`src/rtl/led_pattern_gen.sv`:
```
// LED pattern generator: prescaled stepping through five selectable patterns,
// with mode changes deferred to the next step boundary.
module led_pattern_gen #(
    parameter int          LED_NUM       = 4,
    parameter int          CNT_W         = 24,
    parameter int unsigned DEFAULT_TICKS = 10
) (
    input  logic               sys_clk,
    input  logic               sys_rst,
    input  logic               en,
    input  logic [CNT_W-1:0]   period,
    input  logic [2:0]         mode_sel,
    input  logic               mode_wr,
    output logic [LED_NUM-1:0] led,
    output logic               step_tick,
    output logic               cfg_pending
);

    typedef enum logic [2:0] {
        MODE_ROL   = 3'd0,
        MODE_ROR   = 3'd1,
        MODE_PING  = 3'd2,
        MODE_COUNT = 3'd3,
        MODE_BLINK = 3'd4
    } mode_t;

    localparam logic [LED_NUM-1:0] LED_ONE = LED_NUM'(1);
    localparam logic [LED_NUM-1:0] LED_MSB = LED_ONE << (LED_NUM - 1);

    logic [CNT_W-1:0]   cnt_q, cnt_d;
    logic [CNT_W-1:0]   period_q, period_d;
    logic [LED_NUM-1:0] led_q, led_d;
    logic               step_tick_q, step_tick_d;
    logic               cfg_pending_q, cfg_pending_d;
    mode_t              mode_q, mode_d;
    mode_t              pend_q, pend_d;
    logic               dir_up_q, dir_up_d;
    logic               tick;
    logic               wr_valid;

    assign tick     = en && (cnt_q == period_q);
    assign wr_valid = mode_wr && (mode_sel <= 3'd4);

    always_comb begin
        cnt_d         = cnt_q;
        period_d      = period_q;
        led_d         = led_q;
        step_tick_d   = tick;
        cfg_pending_d = cfg_pending_q;
        mode_d        = mode_q;
        pend_d        = pend_q;
        dir_up_d      = dir_up_q;

        if (en) begin
            cnt_d = tick ? '0 : cnt_q + CNT_W'(1);
        end

        if (tick) begin
            period_d = period;
            if (cfg_pending_q) begin
                mode_d        = pend_q;
                cfg_pending_d = 1'b0;
                case (pend_q)
                    MODE_ROL:   led_d = LED_ONE;
                    MODE_ROR:   led_d = LED_MSB;
                    MODE_PING: begin
                        led_d    = LED_ONE;
                        dir_up_d = 1'b1;
                    end
                    MODE_COUNT: led_d = '0;
                    MODE_BLINK: led_d = '1;
                    default:    led_d = led_q;
                endcase
            end else begin
                case (mode_q)
                    MODE_ROL:   led_d = {led_q[LED_NUM-2:0], led_q[LED_NUM-1]};
                    MODE_ROR:   led_d = {led_q[0], led_q[LED_NUM-1:1]};
                    MODE_PING: begin
                        // Direction flips in the same step that lands on an end bit,
                        // so each end is shown for exactly one step.
                        if (dir_up_q) begin
                            led_d = led_q << 1;
                            if (led_q[LED_NUM-2]) dir_up_d = 1'b0;
                        end else begin
                            led_d = led_q >> 1;
                            if (led_q[1]) dir_up_d = 1'b1;
                        end
                    end
                    MODE_COUNT: led_d = led_q + LED_NUM'(1);
                    MODE_BLINK: led_d = ~led_q;
                    default:    led_d = led_q;
                endcase
            end
        end

        // A write in the same cycle as a tick lands after the apply above.
        if (wr_valid) begin
            pend_d        = mode_t'(mode_sel);
            cfg_pending_d = 1'b1;
        end
    end

    always_ff @(posedge sys_clk or posedge sys_rst) begin
        if (sys_rst) begin
            cnt_q         <= '0;
            period_q      <= CNT_W'(DEFAULT_TICKS);
            led_q         <= LED_ONE;
            step_tick_q   <= 1'b0;
            cfg_pending_q <= 1'b0;
            mode_q        <= MODE_ROL;
            pend_q        <= MODE_ROL;
            dir_up_q      <= 1'b1;
        end else begin
            cnt_q         <= cnt_d;
            period_q      <= period_d;
            led_q         <= led_d;
            step_tick_q   <= step_tick_d;
            cfg_pending_q <= cfg_pending_d;
            mode_q        <= mode_d;
            pend_q        <= pend_d;
            dir_up_q      <= dir_up_d;
        end
    end

    assign led         = led_q;
    assign step_tick   = step_tick_q;
    assign cfg_pending = cfg_pending_q;

endmodule
```
`config.mk`:
```
export PLATFORM = sky130hd
export DESIGN_NAME = led_pattern_gen
export DESIGN_NICKNAME = d
export VERILOG_FILES = /design/src/rtl/led_pattern_gen.sv
export SDC_FILE = /design/constraint.sdc
export NUM_CORES = 1
export LEC_CHECK = 0
export BUFFER_PORTS_ARGS = -buffer_cell sky130_fd_sc_hd__buf_2
export CAP_MARGIN = 0
export CORE_UTILIZATION = 50
export CTS_CLUSTER_DIAMETER = 30
export DETAILED_ROUTE_END_ITERATION = 10
export PLACE_DENSITY_LB_ADDON = 0.25
export SETUP_SLACK_MARGIN = 0.3
export SYNTH_ARGS = -nofsm -noshare
export SYNTH_HDL_FRONTEND = slang
export SYNTH_SLANG_ARGS = --single-unit
```
`constraint.sdc`:
```
create_clock -name sys_clk -period 2.48 [get_ports sys_clk]
set_input_delay 0.248 -clock sys_clk [delete_from_list [all_inputs] [get_ports sys_clk]]
set_output_delay 0.248 -clock sys_clk [all_outputs]
set_load 0.02 [all_outputs]
```
[Word level (Yosys, flattened, before mapping)]
Index checks and enable logic that the tools add are counted.
Storage, ports and cells
  word-level logic and storage cells: 47
  bits in registers: 61
  output and inout bits: 6
  input port bits: 31
Operators by class
  equality and inequality tests: 11
  bitwise logic cells: 1
  mux-type cells: 13
  order comparisons: 1
  $add $sub $neg: 2
  reductions and logical operators: 11
Operators by type and width (number)
  adder 24 x 1 -> 24 bit, second input constant: 1
  == test 24 bit: 1
  2-to-1 mux 24 bit: 1
  case mux 4 bit (5 select lines): 1
  case mux 4 bit (4 select lines): 1
  == test 3 x 2 -> 1 bit, second input constant: 4
  2-to-1 mux 1 bit: 8
  2-to-1 mux 4 bit: 2
  == test 3 x 1 -> 1 bit, second input constant: 2
  == test 3 bit, second input constant: 2
  logical NOT 3 bit: 2
  AND reduction 3 bit: 2
  nonzero test 6 bit: 1
  != test 5 x 2 -> 1 bit, second input constant: 1
  adder 4 x 1 -> 4 bit, second input constant: 1
  inverter 4 bit: 1
  nonzero test 2 bit: 2
  <= comparator 3 bit, second input constant: 1
  logical AND 1 bit: 2
  != test 2 x 1 -> 1 bit, second input constant: 1
  AND reduction 2 bit: 1
  OR reduction 2 bit: 1

[Longest topological paths before layout]
  depth after elaboration: 4
  depth in mapped cells: 8
  depth with buffers taken out: 6

[Least setup slack after synthesis]
No wires, ideal clock.
  path kind: reg2reg
  start point: reg cnt_q[7]
  end point: reg period_q[0]
  path slack: 0.195 ns
  cell stages (with the launch flop): 8
  data required time: 2.355 ns
  clock period less this slack: 2.285 ns
  data arrival time: 2.160 ns
  path buffers: 2
  library setup time: 0.125 ns
  cells stage by stage: dfrtp_1 > buf_6 > xor2_1 > or4_4 > nor4b_4 > and3_4 > buf_12 > mux2_4
Between the ends
  longest elaborated chain between the ends: 2
Ends and longest elaborated chain
  from (decl): RTL line 30  | logic [CNT_W-1:0] cnt_q, cnt_d;
  from (signal assigned): RTL line 114  | cnt_q <= cnt_d;
  == test 24 bit: RTL line 41  | assign tick = en && (cnt_q == period_q);
  logical AND 1 bit: RTL line 41
  to (signal assigned): RTL line 106  | period_q <= CNT_W'(DEFAULT_TICKS);
  to (signal assigned): RTL line 115  | period_q <= period_d;
  to (decl): RTL line 31  | logic [CNT_W-1:0] period_q, period_d;
No other way between the ends.
A chain may end at the register's enable or synchronous reset.

[Worst setup path after layout]
  start point: reg period_q[12]
  end point: reg period_q[2]
Between the ends
  longest elaborated chain between the ends: 2
Ends and longest elaborated chain (RTL line)
  == test 24 bit: 41
  logical AND 1 bit: 41
No other way between the ends.

==> results_dict.tcl <==
set metrics [dict create \
    crit_family "simple AND/OR/NAND/NOR gates" \
    initial_utilization_pct 53.01 \
    drtIter0Drc 207 \
    cp_data_arrival_time_ps 2520 \
    mappedNetlistArea_um2 3443 \
    cts-root-buf "sky130_fd_sc_hd__clkbuf_8" \
    fillers 538 \
    vias 2546 \
    num_rows 29 \
    fin_util_pct 62.90 \
    startpoint_type "flip-flop" \
    setup_total_neg_slack_ps 0 \
    worstPathMaxFanout 9 \
    max_slew_margin_pct 54.48 \
    cts-buffers-inserted 9 \
    first_global_vias 2600 \
    synthesized_area_fraction_occupied_by_ao_oa_aoi_and_oai_cells_pct 7.086 \
    main_combinational_cell_family_by_area_after_synthesis "simple AND/OR/NAND/NOR gates" \
    critPathBufInv 2 \
    fp.dieArea_um2 7222 \
    post-route-period-util_pct 92.71 \
    htree_levels 3 \
    synth_simple_gate_area_share_pct 18.64 \
    syn-mean-instance-area_um2 10.90 \
    maxCapViolCount 0 \
    number_of_clock_sinks 61 \
    timing.final.crit_period_ps 2299 \
    leading_cell_type_in_the_layout_fill_and_taps_excluded "sky130_fd_sc_hd__dfrtp_1" \
    crit_path_top_delay_cell "sky130_fd_sc_hd__or4_4" \
    wl_um 7709 \
    crit_chain "xor2_1 > or4_4 > nor4b_4 > and3_4 > buf_4 > buf_12 > mux2_4" \
    drt-vias-per-instance 5.658 \
    power.leakage_nw 1.934 \
    gp_routability_congestion 0.8461 \
    synthCells 316 \
    syn_to_final_growth_pct 18.64 \
    place.port_buffers 36 \
    core_area_um2 6495 \
    hold_path.class "primary input to async pin" \
    synth_async_sr_flop_share_pct 100.0 \
    dp.final_hpwl_um 5123 \
    cts_tree "done" \
    finish.net_count 401 \
    synth.mux.area_fraction_pct 12.06 \
    largest_net_degree_at_the_start_of_global_routing 32 \
    synth-edff-count 0 \
    antenna_found_initial 0 \
    dr.pass1.iters 4 \
    wire_per_inst_um 17.13 \
    yosysUniqueCellTypes 53 \
    cellPowerDensity_nw_per_um2 883.1 \
    overall_die_height_um 84.99 \
    synth_ff_type "sky130_fd_sc_hd__dfrtp_1" \
    crit_path_end_kind "flip-flop" \
    achievable-frequency_mhz 434.9 \
    top_ports 37 \
    yosys.area_share.adder_pct 0.7267 \
    rsz0062_at_grt "true" \
    postCtsHoldBufs 0 \
    diodes 0 \
    cts-root-to-sink-buffers 2 \
    sequential_element_share_of_the_synthesized_area_pct 44.48 \
    fin_worst_skew_ps 9.519 \
    required_ps 2700 \
    drive_gt1_share_pct 32.44 \
    final-setup-viol-count 0 \
    multi_input_comb_area_um2 1787 \
    critical_path.max_stage_delay_ps 560 \
    final_max_slew_viol_count 0 \
    seqCellArea_um2 1531 \
    highest_count_cells_in_the_layout_ignoring_fill_and_taps "sky130_fd_sc_hd__dfrtp_1, sky130_fd_sc_hd__buf_2, sky130_fd_sc_hd__nor2_1, sky130_fd_sc_hd__xor2_1, sky130_fd_sc_hd__mux2_4" \
    grt_overflow 0 \
    synth-seq-cells 61 \
    grt_use_total_pct 23.55 \
    post-route-drc-count 0 \
    ys_warn_count 0 \
    worst_pin_slew_ps 681.8 \
    criticalPathCategory "flip-flop to flip-flop" \
    insertion_delay_ps 340 \
    run_status "finished, final reports clean" \
    path_clk_slew_ps 70 \
    grt_first_pass_wirelength_um 12990 \
    irDropWorstVdd_mv 0.3550 \
    antenna_left 0 \
    synthXorXnorAreaFrac_pct 12.46 \
    report.final.hold_viol_count 0 \
    synth.net_count 349 \
    die-width_um 84.99 \
]
==> routing by layer <==
layer	up-vias	GRT usage [%]	part of all wire, %
met5	-	0	0
met4	0	10.94	1.3
met3	10	4.280	4.9
met2	78	36.88	49
met1	1239	31.90	45
li1	1219	-	-
==> layout make-up <==
cell class                 instances  share of cell area (%)
clock buffer                      13                   4.135
multi-input combinational        231                   43.74
timing repair buffer              56                   10.41
inverter                           9                  0.8270
clock inverter                     3                   1.041
sequential                        61                   37.49
tap                               77                   2.358
==> stage by stage <==
step | hold WS [ps] | std cells | worst slack [ps] | total power, mW | cell area [um2]
finish | 11.80 | 450 | 180.8 | 3.608 | 4085
global route | 67.78 | 450 | 116.5 | 3.829 | 4085
CTS | 24.94 | 448 | 199.8 | 3.590 | 4031
detailed placement | 382.7 | 420 | 98.71 | 2.614 | 3680
global placement | 382.2 | 420 | 139.9 | 2.578 | 3680
floorplan | 351.1 | 316 | 210.3 | 2.315 | 3443
==> registers in the layout, summed over array words and instances (netlist names) <==
name         count
cfg_pending      1
cnt_q           24
dir_up_q         1
led              4
mode_q           3
pend_q           3
period_q        24
step_tick        1
==> final timing paths <==
check                      slack [ps]           end  depth (start not counted)         start
max                               180   period_q[2]                          7  period_q[12]
min                                10  period_q[16]                          2       sys_rst
max reg2reg                       180   period_q[2]                          7  period_q[12]
min reg2reg                       540   period_q[9]                          1   period_q[9]
max in group asynchronous        1790   period_q[3]                          3       sys_rst
min in group sys_clk              140  period_q[10]                          2    period[10]
==> Yosys cell counts, drive strengths merged (2+ instances only) <==
cell / instances / area [um2]
dfrtp: 57 / 1426
nor2: 32 / 120.1
xor2: 29 / 254.0
mux2: 28 / 405.4
xnor2: 20 / 175.2
nand2: 19 / 71.32
nand3: 10 / 50.05
and3: 9 / 63.81
clkbuf: 9 / 33.78
inv: 9 / 33.78
nor4: 8 / 50.05
o21ai: 8 / 40.04
nand4: 7 / 43.79
nor3: 7 / 35.03
a31oi: 6 / 37.54
buf: 6 / 88.83
nor2b: 5 / 31.28
a21oi: 4 / 20.02
and4: 4 / 36.29
dfstp: 4 / 105.1
nand2b: 3 / 18.77
a31o: 2 / 17.52
ha: 2 / 25.02
nor3b: 2 / 15.01
nor4b: 2 / 32.53
o21a: 2 / 15.01
o31ai: 2 / 15.01
o32a: 2 / 20.02
==> what timing repair did <==
action                     in CTS  in global routing
setup endpoints to repair      33                 52
resized for setup               3                  5
cloned                          2                  1
setup buffers                  10                  1
pin swaps                       3                  3
==> worst reg2reg max path: stages (launching register included) <==
cell and delay [ps]:
sky130_fd_sc_hd__dfrtp_1 390, sky130_fd_sc_hd__xor2_1 180, sky130_fd_sc_hd__or4_4 560, sky130_fd_sc_hd__nor4b_4 250, sky130_fd_sc_hd__and3_4 230, sky130_fd_sc_hd__buf_4 120
sky130_fd_sc_hd__buf_12 140, sky130_fd_sc_hd__mux2_4 310
==> power by group <==
part	switching [mW]	internal [mW]
Clock	0.373	0.545
Sequential	0.335	1.23
Combinational	0.513	0.609
==> cell families (layout without fill, tap and decap cells) <==
logic type / after synthesis / after routing
XOR/XNOR: 49 / 49
flip-flops: 61 / 61
multiplexers: 29 / 29
AND/OR/NAND/NOR: 116 / 116
buffers and inverters: 24 / 81
adder cells (fa/ha/maj): 2 / 2
AO/OA/AOI/OAI: 35 / 35
(Power assumes the default switching activity.)
